### src/rtl/seg7_pkg.sv
// Shared types and helpers for the scanned 7-segment display.
package seg7_pkg;

   // Display controller states.
   typedef enum logic [1:0] {
      StIdle,
      StConvert,
      StShow
   } state_e;

   // All segments off (active-low).
   localparam logic [6:0] SEG_BLANK = 7'h7F;

   // BCD nibble to active-low segment pattern, bit order gfedcba.
   // Non-decimal nibbles show nothing.
   function automatic logic [6:0] bcd_to_seg(input logic [3:0] nibble);
      logic [6:0] seg;
      case (nibble)
         4'd0:    seg = 7'h40;
         4'd1:    seg = 7'h79;
         4'd2:    seg = 7'h24;
         4'd3:    seg = 7'h30;
         4'd4:    seg = 7'h19;
         4'd5:    seg = 7'h12;
         4'd6:    seg = 7'h02;
         4'd7:    seg = 7'h78;
         4'd8:    seg = 7'h00;
         4'd9:    seg = 7'h10;
         default: seg = SEG_BLANK;
      endcase
      return seg;
   endfunction

endpackage

### src/rtl/bcd_dd_converter.sv
// Sequential double-dabble binary-to-BCD converter, one bit per clock.
// start loads a new value; busy stays high for VALUE_W cycles. done is a
// combinational pulse on the cycle of the last iteration, and bcd then holds
// the final result (it is the value the BCD register takes at that edge).
module bcd_dd_converter #(
   parameter int unsigned VALUE_W    = 14,
   parameter int unsigned NUM_DIGITS = 4
) (
   input  logic                    clk,
   input  logic                    reset,
   input  logic                    start,
   input  logic                    abort,
   input  logic [VALUE_W-1:0]      bin,
   output logic                    busy,
   output logic                    done,
   output logic [4*NUM_DIGITS-1:0] bcd
);

   localparam int unsigned BCD_W = 4 * NUM_DIGITS;
   localparam int unsigned CNT_W = $clog2(VALUE_W + 1);
   localparam logic [CNT_W-1:0] CNT_LAST = CNT_W'(VALUE_W - 1);

   logic [VALUE_W-1:0] shift_q, shift_d, shift_step;
   logic [BCD_W-1:0]   bcd_q, bcd_d, bcd_adj, bcd_step;
   logic [CNT_W-1:0]   cnt_q, cnt_d;
   logic               busy_q, busy_d;

   // One iteration: add 3 to every nibble >= 5, then shift {bcd, bin} left.
   always_comb begin
      bcd_adj = bcd_q;
      for (int i = 0; i < NUM_DIGITS; i++) begin
         if (bcd_q[4*i +: 4] >= 4'd5) begin
            bcd_adj[4*i +: 4] = bcd_q[4*i +: 4] + 4'd3;
         end
      end
      bcd_step   = {bcd_adj[BCD_W-2:0], shift_q[VALUE_W-1]};
      shift_step = {shift_q[VALUE_W-2:0], 1'b0};
   end

   // Next-state: abort wins, then start, then iterate while busy.
   always_comb begin
      busy_d  = busy_q;
      cnt_d   = cnt_q;
      shift_d = shift_q;
      bcd_d   = bcd_q;
      if (abort) begin
         busy_d = 1'b0;
      end else if (start) begin
         busy_d  = 1'b1;
         shift_d = bin;
         bcd_d   = '0;
         cnt_d   = '0;
      end else if (busy_q) begin
         shift_d = shift_step;
         bcd_d   = bcd_step;
         cnt_d   = cnt_q + CNT_W'(1);
         if (cnt_q == CNT_LAST) begin
            busy_d = 1'b0;
         end
      end
   end

   // Converter state registers.
   always_ff @(posedge clk or posedge reset) begin
      if (reset) begin
         busy_q  <= 1'b0;
         cnt_q   <= '0;
         shift_q <= '0;
         bcd_q   <= '0;
      end else begin
         busy_q  <= busy_d;
         cnt_q   <= cnt_d;
         shift_q <= shift_d;
         bcd_q   <= bcd_d;
      end
   end

   assign busy = busy_q;
   assign done = busy_q & ~abort & (cnt_q == CNT_LAST);
   assign bcd  = bcd_step;

endmodule

### src/rtl/seg7_scan_display.sv
// Captures a value on the display_enable rising edge, converts it to BCD and
// scans it onto a multiplexed common-anode 7-segment display while enabled.
module seg7_scan_display
   import seg7_pkg::*;
#(
   parameter int unsigned NUM_DIGITS   = 4,
   parameter int unsigned VALUE_W      = 14,
   parameter int unsigned DIGIT_CYCLES = 50_000,
   parameter int unsigned BLANK_LZ     = 1
) (
   input  logic                  clk,
   input  logic                  reset,
   input  logic                  display_enable,
   input  logic [VALUE_W-1:0]    value,
   output logic [6:0]            seg,
   output logic                  dp,
   output logic [NUM_DIGITS-1:0] an,
   output logic                  busy
);

   localparam int unsigned SAT_MAX = (10 ** NUM_DIGITS) - 1;
   localparam int unsigned BCD_W   = 4 * NUM_DIGITS;
   localparam int unsigned SCAN_W  = $clog2(DIGIT_CYCLES);
   localparam int unsigned IDX_W   = (NUM_DIGITS > 1) ? $clog2(NUM_DIGITS) : 1;
   localparam logic [SCAN_W-1:0] SCAN_LAST = SCAN_W'(DIGIT_CYCLES - 1);
   localparam logic [IDX_W-1:0]  IDX_LAST  = IDX_W'(NUM_DIGITS - 1);

   state_e state_q, state_d;

   logic                  en_hist_q;
   logic                  rise;
   logic [VALUE_W-1:0]    value_sat;
   logic                  conv_start, conv_abort, conv_busy, conv_done;
   logic [BCD_W-1:0]      conv_bcd;
   logic [BCD_W-1:0]      digits_q;
   logic [SCAN_W-1:0]     scan_q;
   logic [IDX_W-1:0]      idx_q;
   logic [3:0]            cur_nibble;
   logic                  upper_zero, blank_digit;
   logic [6:0]            seg_d, seg_q;
   logic [NUM_DIGITS-1:0] an_d, an_q;
   logic                  busy_q;

   assign rise = display_enable & ~en_hist_q;

   // Values that do not fit in NUM_DIGITS decimal digits show as all nines.
   assign value_sat = (32'(value) > SAT_MAX) ? VALUE_W'(SAT_MAX) : value;

   bcd_dd_converter #(
      .VALUE_W    (VALUE_W),
      .NUM_DIGITS (NUM_DIGITS)
   ) u_conv (
      .clk   (clk),
      .reset (reset),
      .start (conv_start),
      .abort (conv_abort),
      .bin   (value_sat),
      .busy  (conv_busy),
      .done  (conv_done),
      .bcd   (conv_bcd)
   );

   // FSM next-state and converter control; losing enable always wins.
   always_comb begin
      state_d    = state_q;
      conv_start = 1'b0;
      conv_abort = 1'b0;
      case (state_q)
         StIdle: begin
            if (rise) begin
               state_d    = StConvert;
               conv_start = 1'b1;
            end
         end
         StConvert: begin
            if (!display_enable) begin
               state_d    = StIdle;
               conv_abort = 1'b1;
            end else if (conv_done) begin
               state_d = StShow;
            end
         end
         StShow: begin
            if (!display_enable) begin
               state_d = StIdle;
            end
         end
         default: state_d = StIdle;
      endcase
   end

   // FSM state, enable history and latched BCD digits.
   always_ff @(posedge clk or posedge reset) begin
      if (reset) begin
         state_q   <= StIdle;
         en_hist_q <= 1'b0;
         digits_q  <= '0;
      end else begin
         state_q   <= state_d;
         en_hist_q <= display_enable;
         if (state_q == StConvert && state_d == StShow) begin
            digits_q <= conv_bcd;
         end
      end
   end

   // Scan timing; held at zero outside SHOW so digit 0 is shown first.
   always_ff @(posedge clk or posedge reset) begin
      if (reset) begin
         scan_q <= '0;
         idx_q  <= '0;
      end else if (state_q != StShow) begin
         scan_q <= '0;
         idx_q  <= '0;
      end else if (scan_q == SCAN_LAST) begin
         scan_q <= '0;
         idx_q  <= (idx_q == IDX_LAST) ? '0 : idx_q + IDX_W'(1);
      end else begin
         scan_q <= scan_q + SCAN_W'(1);
      end
   end

   // Select the current nibble and decide leading-zero blanking.
   always_comb begin
      cur_nibble = 4'd0;
      upper_zero = 1'b1;
      for (int j = 0; j < NUM_DIGITS; j++) begin
         if (j == int'(idx_q)) begin
            cur_nibble = digits_q[4*j +: 4];
         end
         if (j >= int'(idx_q) && digits_q[4*j +: 4] != 4'd0) begin
            upper_zero = 1'b0;
         end
      end
      blank_digit = (BLANK_LZ != 0) && upper_zero && (idx_q != '0);
   end

   // Next segment/anode pattern; blank unless showing a non-blanked digit.
   always_comb begin
      seg_d = SEG_BLANK;
      an_d  = '1;
      if (state_q == StShow && !blank_digit) begin
         seg_d        = bcd_to_seg(cur_nibble);
         an_d[idx_q]  = 1'b0;
      end
   end

   // Registered pin drivers.
   always_ff @(posedge clk or posedge reset) begin
      if (reset) begin
         seg_q  <= SEG_BLANK;
         an_q   <= '1;
         busy_q <= 1'b0;
      end else begin
         seg_q  <= seg_d;
         an_q   <= an_d;
         busy_q <= conv_busy;
      end
   end

   assign seg  = seg_q;
   assign an   = an_q;
   assign busy = busy_q;
   assign dp   = 1'b1;

endmodule

### config.mk
export PLATFORM = sky130hd
export DESIGN_NAME = seg7_scan_display
export DESIGN_NICKNAME = d
export VERILOG_FILES = /design/src/rtl/seg7_pkg.sv /design/src/rtl/bcd_dd_converter.sv /design/src/rtl/seg7_scan_display.sv
export SDC_FILE = /design/constraint.sdc
export NUM_CORES = 1
export LEC_CHECK = 0
export BUFFER_PORTS_ARGS = -buffer_cell sky130_fd_sc_hd__buf_2
export CORE_AREA = 4 4 81 113
export DETAILED_ROUTE_END_ITERATION = 16
export DIE_AREA = 0 0 85 117
export GPL_ROUTABILITY_DRIVEN = 0
export MAX_ROUTING_LAYER = met4
export PLACE_DENSITY = 0.8
export SETUP_SLACK_MARGIN = 0.02
export SLEW_MARGIN = 20
export SYNTH_ARGS = -nofsm -noshare
export SYNTH_HDL_FRONTEND = slang
export SYNTH_HIERARCHICAL = 1
export SYNTH_SLANG_ARGS = --single-unit
export TNS_END_PERCENT = 20
### constraint.sdc
create_clock -name clk -period 2.35 [get_ports clk]
set_input_delay 0.1175 -clock clk [delete_from_list [all_inputs] [get_ports clk]]
set_output_delay 0.1175 -clock clk [all_outputs]
set_load 0.01 [all_outputs]
==> impl_results.md, run 1 <==
- Wire per inst: 14.6 um
- Max layer used: met4
- Largest stage delay on the critical path: 0.44 ns
- Final #Nets: 490
- Initial Util: 53.8%
- CP max stage cell: dfrtp_1
- HP Class: input port to flop
- Met1 Routed Length: 3360 um
- Final Max Tran Viols: 0
- Post-synth net total: 461
- ANT cells: 0
- Syn Inst Count: 427
- Share of cells above drive strength 1: 20.2%
- Final hold violation count: 0
- Post-synth top flop: dfrtp_1
- Die area: 9950 um2
- Total GRT Usage: 19.0%
- RSZ-0062 raised after global routing: false
- Skew-Pair Late Insertion Delay: 0.34 ns
- CP arrival: 2.34 ns
- Number of flops mapped to enable cells by yosys: 0
- Fillers: 668
- Final Setup Violations: 0
- Clock Skew: 0.00774 ns
- Ports: 30
- Final Cycle Share: 89.7%
- PwrDens: 840 nW/um2
- Max-capacitance violation count: 0
- Crit path required time: 2.58 ns
- Largest net degree at the start of global routing: 46
- Netlist cell types: 48
- Core region area: 8150 um2
- CTS buffer count: 9
- FP Rows: 39
- Relative slew slack: 36.6%
- Place WS: 0.225 ns
- Clk root buf: clkbuf_16
- CTS tree: built
- Register area: 2120 um2
- ANT nets after route: 0
- Worst Max-Slew Pin Slew: 0.949 ns
- Vias in the first global route: 3236
- Via count: 3111
- Max Fclk: 474 MHz
- Worst vdd ir: 638 uV
- Worst Hold Slack: 0.149 ns
- Post-Layout Cell Count: 563
- Gr ovfl total: 0
- Count of input and output buffers: 28
- Final setup TNS: 0 ns
- Clk slew on worst S/H paths: 0.06 ns
- Static Leak: 2.19 nW
- Critical Path End Type: flop
- Final worst slack: 0.241 ns
- Minimum clock period: 2.11 ns
- Drt drc: 0
- Sequential share of the synthesized area: 48.2%
- Placed Area: 4590 um2
- Crit start category: flop
- Post-synth ARST share: 100%
- Syn avg cell area: 10.3 um2
- TritonCTS Sinks: 84
- Layout Area Growth over Synthesis: 12.8%
- Vias per cell: 5.53
- HPWL Detailed: 5720 um
- WL met2: 4370 um
- Leading cell types in the layout, fill and taps excluded: dfrtp_1 (73), nand2_1 (52), nor2_1 (40), o21ai_0 (30), buf_2 (28)
- Iter 0 DRT Violations: 164
- Flops & latches, synth: 84
- Run status: finished, final reports clean
- Critical path class: flop to flop
- Post-route cell area: 4950 um2
- Crit Path Max Fanout: 9
- Die Wd: 85 um
- YS warnings: 6
- Die height: 117 um
- Cells along the critical path: inv_1 > ha_1 > nand3b_1 > a211oi_4 > ha_1 > inv_1 > o21ai_0 > o311ai_0
- Synthesized cell area: 4390 um2
- Routed WL: 8200 um
- Htree depth: 3
- Multi-input gate area: 2110 um2
- Initial antenna violation count: 0
- Clk buf depth: 2
- Drt first pass iters: 4
- First-pass GRT wire length: 14600 um
- DR WL met3: 289 um
- # placed instances: 545
- Most common cell after layout, fill and taps aside: dfrtp_1
==> critical path: cells and delay by family, from the launching register on <==
| kind | cells | cell delay (ns) |
|---|---|---|
| DFF | 1 | 0.44 |
| AOI/OAI and AO/OA | 3 | 0.55 |
| buffers and inverters | 2 | 0.16 |
| adders and majority gates | 2 | 0.61 |
| and+or+nand+nor | 1 | 0.25 |
==> cells in the mapped netlist (all sizes together) (6+ instances only) <==
| master | count | share of area [%] |
|---|---|---|
| xor2 | 10 | 2.0 |
| nor2b | 7 | 1.0 |
| and2 | 6 | 0.91 |
| mux2i | 19 | 4.3 |
| o21ai | 30 | 3.4 |
| nand2 | 52 | 4.4 |
| a21oi | 9 | 1.0 |
| nand3 | 9 | 1.3 |
| a211oi | 6 | 1.4 |
| nor2 | 41 | 3.7 |
| xnor2 | 9 | 1.8 |
| inv | 19 | 1.6 |
| dfrtp | 73 | 42 |
| ha | 17 | 4.8 |
| a22o | 17 | 3.4 |
| dfstp | 11 | 6.6 |
| mux2 | 16 | 4.1 |
| buf | 15 | 2.4 |
| nand2b | 17 | 2.4 |
| nor3b | 6 | 1.0 |
==> layer usage <==
metal / global-route usage, % / up-vias
met1: 21.2 / 1532
met2: 32.5 / 53
li1: - / 1510
met3: 3.71 / 16
met4: 9.40 / 0
met5: - / -
==> sequential cells by signal, indices dropped and copies added (netlist names), 2 cells and up <==
| name | cells |
|---|---|
| digits_q | 16 |
| an | 4 |
| scan_q | 16 |
| u_conv/cnt_q | 4 |
| idx_q | 2 |
| state_q | 2 |
| seg | 7 |
| u_conv/bcd_q | 16 |
| u_conv/shift_q | 14 |
==> through the flow <==
step,total power [W],utilization (%)
finish,0.00416,60.8
global route,0.00441,60.8
CTS,0.00419,60.5
detailed placement,0.00268,56.4
global placement,0.00261,56.4
floorplan,0.00249,-
==> path summary, 6_finish.rpt <==
check                      slack, ns  cells past startpoint         startpoint                 end
max in group asynchronous       1.46                      4              reset               an[3]
hold / removal                  0.15                      3          value[13]  u_conv/shift_q[13]
setup reg to reg                0.24                      8           idx_q[1]              seg[3]
min in group asynchronous       0.29                      3              reset           en_hist_q
hold reg to reg                 0.49                      2  u_conv/shift_q[1]   u_conv/shift_q[1]
setup / recovery                0.24                      8           idx_q[1]              seg[3]
==> logic make-up (layout without fill, tap and decap cells) <==
family                     after synthesis  after routing  synth area share, %
and+or+nand+nor                        160            160                 18.5
DFF                                     84             84                 48.2
AOI/OAI and AO/OA                       73             73                 11.7
buffers and inverters                   38             72                 4.36
muxes                                   35             35                 8.44
xor gates and xnor gates                19             19                 3.79
adders and majority gates               17             17                 4.85
other                                    1              1               0.0855
==> power breakdown <==
| part | internal [W] | total [W] | switching (W) |
|---|---|---|---|
| registers | 0.00166 | 0.00185 | 0.000187 |
| logic | 0.000362 | 0.000822 | 0.000460 |
| clock network | 0.000930 | 0.00149 | 0.000560 |
==> final cells by class <==
type                       instances  share of cell area, %
timing repair buffer              37                   4.30
clock inverter                     6                   1.79
clock buffer                      10                   4.62
sequential                        84                   42.7
multi-input combinational        305                   42.5
inverter                          19                   1.44
tap                              102                   2.58
==> timing repair <==
item	in CTS	in global routing
hold endpoints to repair	49	0
hold buffers	2	0
resized for setup	0	4
buffers inserted	0	0
endpoints found under the setup margin	0	1
Power figures use the tool's default switching activity.
==> run 2: changes to the inputs <==
==> constraint.sdc (replaced) <==
create_clock -name clk -period 2.35 [get_ports clk]
set_input_delay 0.47 -clock clk [delete_from_list [all_inputs] [get_ports clk]]
set_output_delay 0.47 -clock clk [all_outputs]
set_load 0.01 [all_outputs]
==> run 2 against run 1 <==
  * Sequential power hardly changed
  * Critical path depth unchanged
  * Combinational power shrank 3.0%
  * Final cell count shrank 0.53%
  * Wire length fell by 4.8%
  * Utilization shrank 0.38 points
  * Sequential cell count is the same
  * Clock power about the same
  * Clock skew is 0.0024 ns lower
  * Global-route usage fell by 1.1 points
  * Non-clock buffer count shrank 3
==> impl_results.md, run 2 (synthesized netlist as in run 1, its figures left out) <==
- Final Max Tran Viols: 0
- Register area: 2120 um2
- TritonCTS Sinks: 84
- CP arrival: 2.36 ns
- Clock Skew: 0.00538 ns
- Vias in the first global route: 3218
- CTS tree: built
- Minimum clock period: 2.15 ns
- Sw Ratio: 28.1%
- Die Wd: 85 um
- Worst vdd ir: 563 uV
- Leading cell types in the layout, fill and taps excluded: dfrtp_1 (73), nand2_1 (52), nor2_1 (40), o21ai_0 (30), buf_2 (28)
- Share of cells above drive strength 1: 19.4%
- Static Leak: 2.19 nW
- Htree depth: 3
- Layout Area Growth over Synthesis: 12.1%
- Crit start category: flop
- Vias per cell: 5.58
- Final Cycle Share: 91.3%
- Reg2reg path depth: 8
- Final setup TNS: 0 ns
- Die area: 9950 um2
- Cells along the critical path: inv_1 > ha_1 > a211oi_1 > a211oi_2 > ha_1 > inv_1 > o21ai_0 > o311ai_0
- FP Rows: 39
- Die height: 117 um
- Wire per inst: 13.9 um
- Largest net degree at the start of global routing: 46
- Final #Nets: 487
- Relative slew slack: 37.9%
- Most common cell after layout, fill and taps aside: dfrtp_1
- Multi-input gate area: 2090 um2
- Run status: finished, final reports clean
- RR Startpoint: idx_q[1]
- Critical path class: flop to flop
- Fillers: 646
- Routed WL: 7810 um
- Setup crit end: seg[3]
- ANT cells: 0
- ANT nets after route: 0
- Met1 Routed Length: 3250 um
- Post-Layout Cell Count: 560
- Largest stage delay on the critical path: 0.45 ns
- Max-capacitance violation count: 0
- Int Pwr: 0.00298 W
- Iter 0 DRT Violations: 116
- DR WL met3: 310 um
- Postcts setup bufs: 0
- # placed instances: 544
- Skew-Pair Late Insertion Delay: 0.33 ns
- Clk root buf: clkbuf_16
- HP Class: input port to asynchronous set/reset pin
- Max Fclk: 466 MHz
- WL met2: 4000 um
- Clk buf depth: 2
- Total GRT Usage: 17.9%
- First-pass GRT wire length: 14000 um
- Final Setup Violations: 0
- Combinational share of power: 19.2%
- Initial Util: 53.8%
- PwrDens: 842 nW/um2
- Via count: 3124
- CP max stage cell: dfrtp_1
- HPWL Detailed: 5500 um
- Clk slew on worst S/H paths: 0.06 ns
- Setup crit start: idx_q[1]
- Worst Max-Slew Pin Slew: 0.929 ns
- Final hold violation count: 0
- Hold_buf cts: 0
- Drt first pass iters: 4
- CTS buffer count: 9
- Critical Path End Type: flop
- Ports: 30
- Largest registers: digits_q: 16 flops, scan_q: 16 flops, u_conv/bcd_q: 16 flops
- Core region area: 8150 um2
- RR Endpoint: seg[3]
- Drt drc: 0
- Crit Path Max Fanout: 9
- Count of input and output buffers: 28
- Net Sw Power: 0.00117 W
- RSZ-0062 raised after global routing: false
- Clock Power Share: 36.1%
- Max layer used: met4
- R2r setup slk: 0.20 ns
- Initial antenna violation count: 0
- Crit path required time: 2.57 ns
- Gr ovfl total: 0
- Seq pwr share: 44.7%
[run 2: cell count changes in the layout (fill, tap and decap cells not counted), sizes merged]
cell         previous run  this run
clkinv                  2         1
buf                    35        34
clkbuf                 10        12
clkinvlp                2         1
dlygate4sd3             2         0
[run 2: power groups by stage]
| stage | combinational [W] | clock [W] | sequential [W] |
|---|---|---|---|
| 2_1_floorplan | 0.000673 | 0 | 0.00181 |
| 3_3_place_gp | 0.000756 | 0 | 0.00186 |
| 3_5_place_dp | 0.000798 | 0 | 0.00187 |
| 4_1_cts | 0.000809 | 0.00152 | 0.00185 |
| 5_1_grt | 0.000932 | 0.00159 | 0.00188 |
| 6_report | 0.000797 | 0.00150 | 0.00185 |
[run 2: critical path, delay by kind of cell, from the launching register on]
kind	cells	cell delay [ns]
compound gates	4	0.77
fa+ha+maj	2	0.65
buf+inv	2	0.16
flops	1	0.45
[run 2: repair_timing]
item / in CTS / in global routing
endpoints found under the setup margin: 0 / 1
resized for setup: 0 / 1
endpoints found under the hold margin: 0 / 0
[run 2: through the flow]
step | hold slack (ns) | cell area [um2] | worst slack (ns) | util, % | total power (W)
after global routing | 0.260 | 4920 | 0.0212 | 60.4 | 0.00440
after CTS | 0.208 | 4920 | 0.199 | 60.3 | 0.00418
after detailed placement | 0.470 | 4600 | 0.218 | 56.4 | 0.00266
after global placement | 0.463 | 4600 | 0.358 | 56.4 | 0.00261
final | 0.187 | 4920 | 0.204 | 60.4 | 0.00414
after floorplan | 0.349 | 4390 | 0.0838 | - | 0.00249
[run 2: worst min-delay path by stage]
stage / startpoint / to / cells after the start
after floorplan: u_conv/busy / busy / 0
after global placement: u_conv/shift_q[2] / u_conv/shift_q[2] / 2
after detailed placement: u_conv/shift_q[8] / u_conv/shift_q[8] / 2
after CTS: reset / en_hist_q / 2
after global routing: reset / en_hist_q / 2
final: reset / state_q[0] / 2
[run 2: metal layers]
metal	global-route usage, %	vias up
li1	-	1507
met1	19.9	1519
met2	30.6	73
met3	4.06	25
met4	8.24	0
met5	-	-
[run 2: layout make-up]
type / count / share of cell area, %
well taps: 102 / 2.59
clock buffers: 12 / 5.01
multi-input cells: 305 / 42.4
flip-flops and latches: 84 / 43.0
inverters: 19 / 1.45
repair buffers: 34 / 4.02
clock inverters: 4 / 1.48
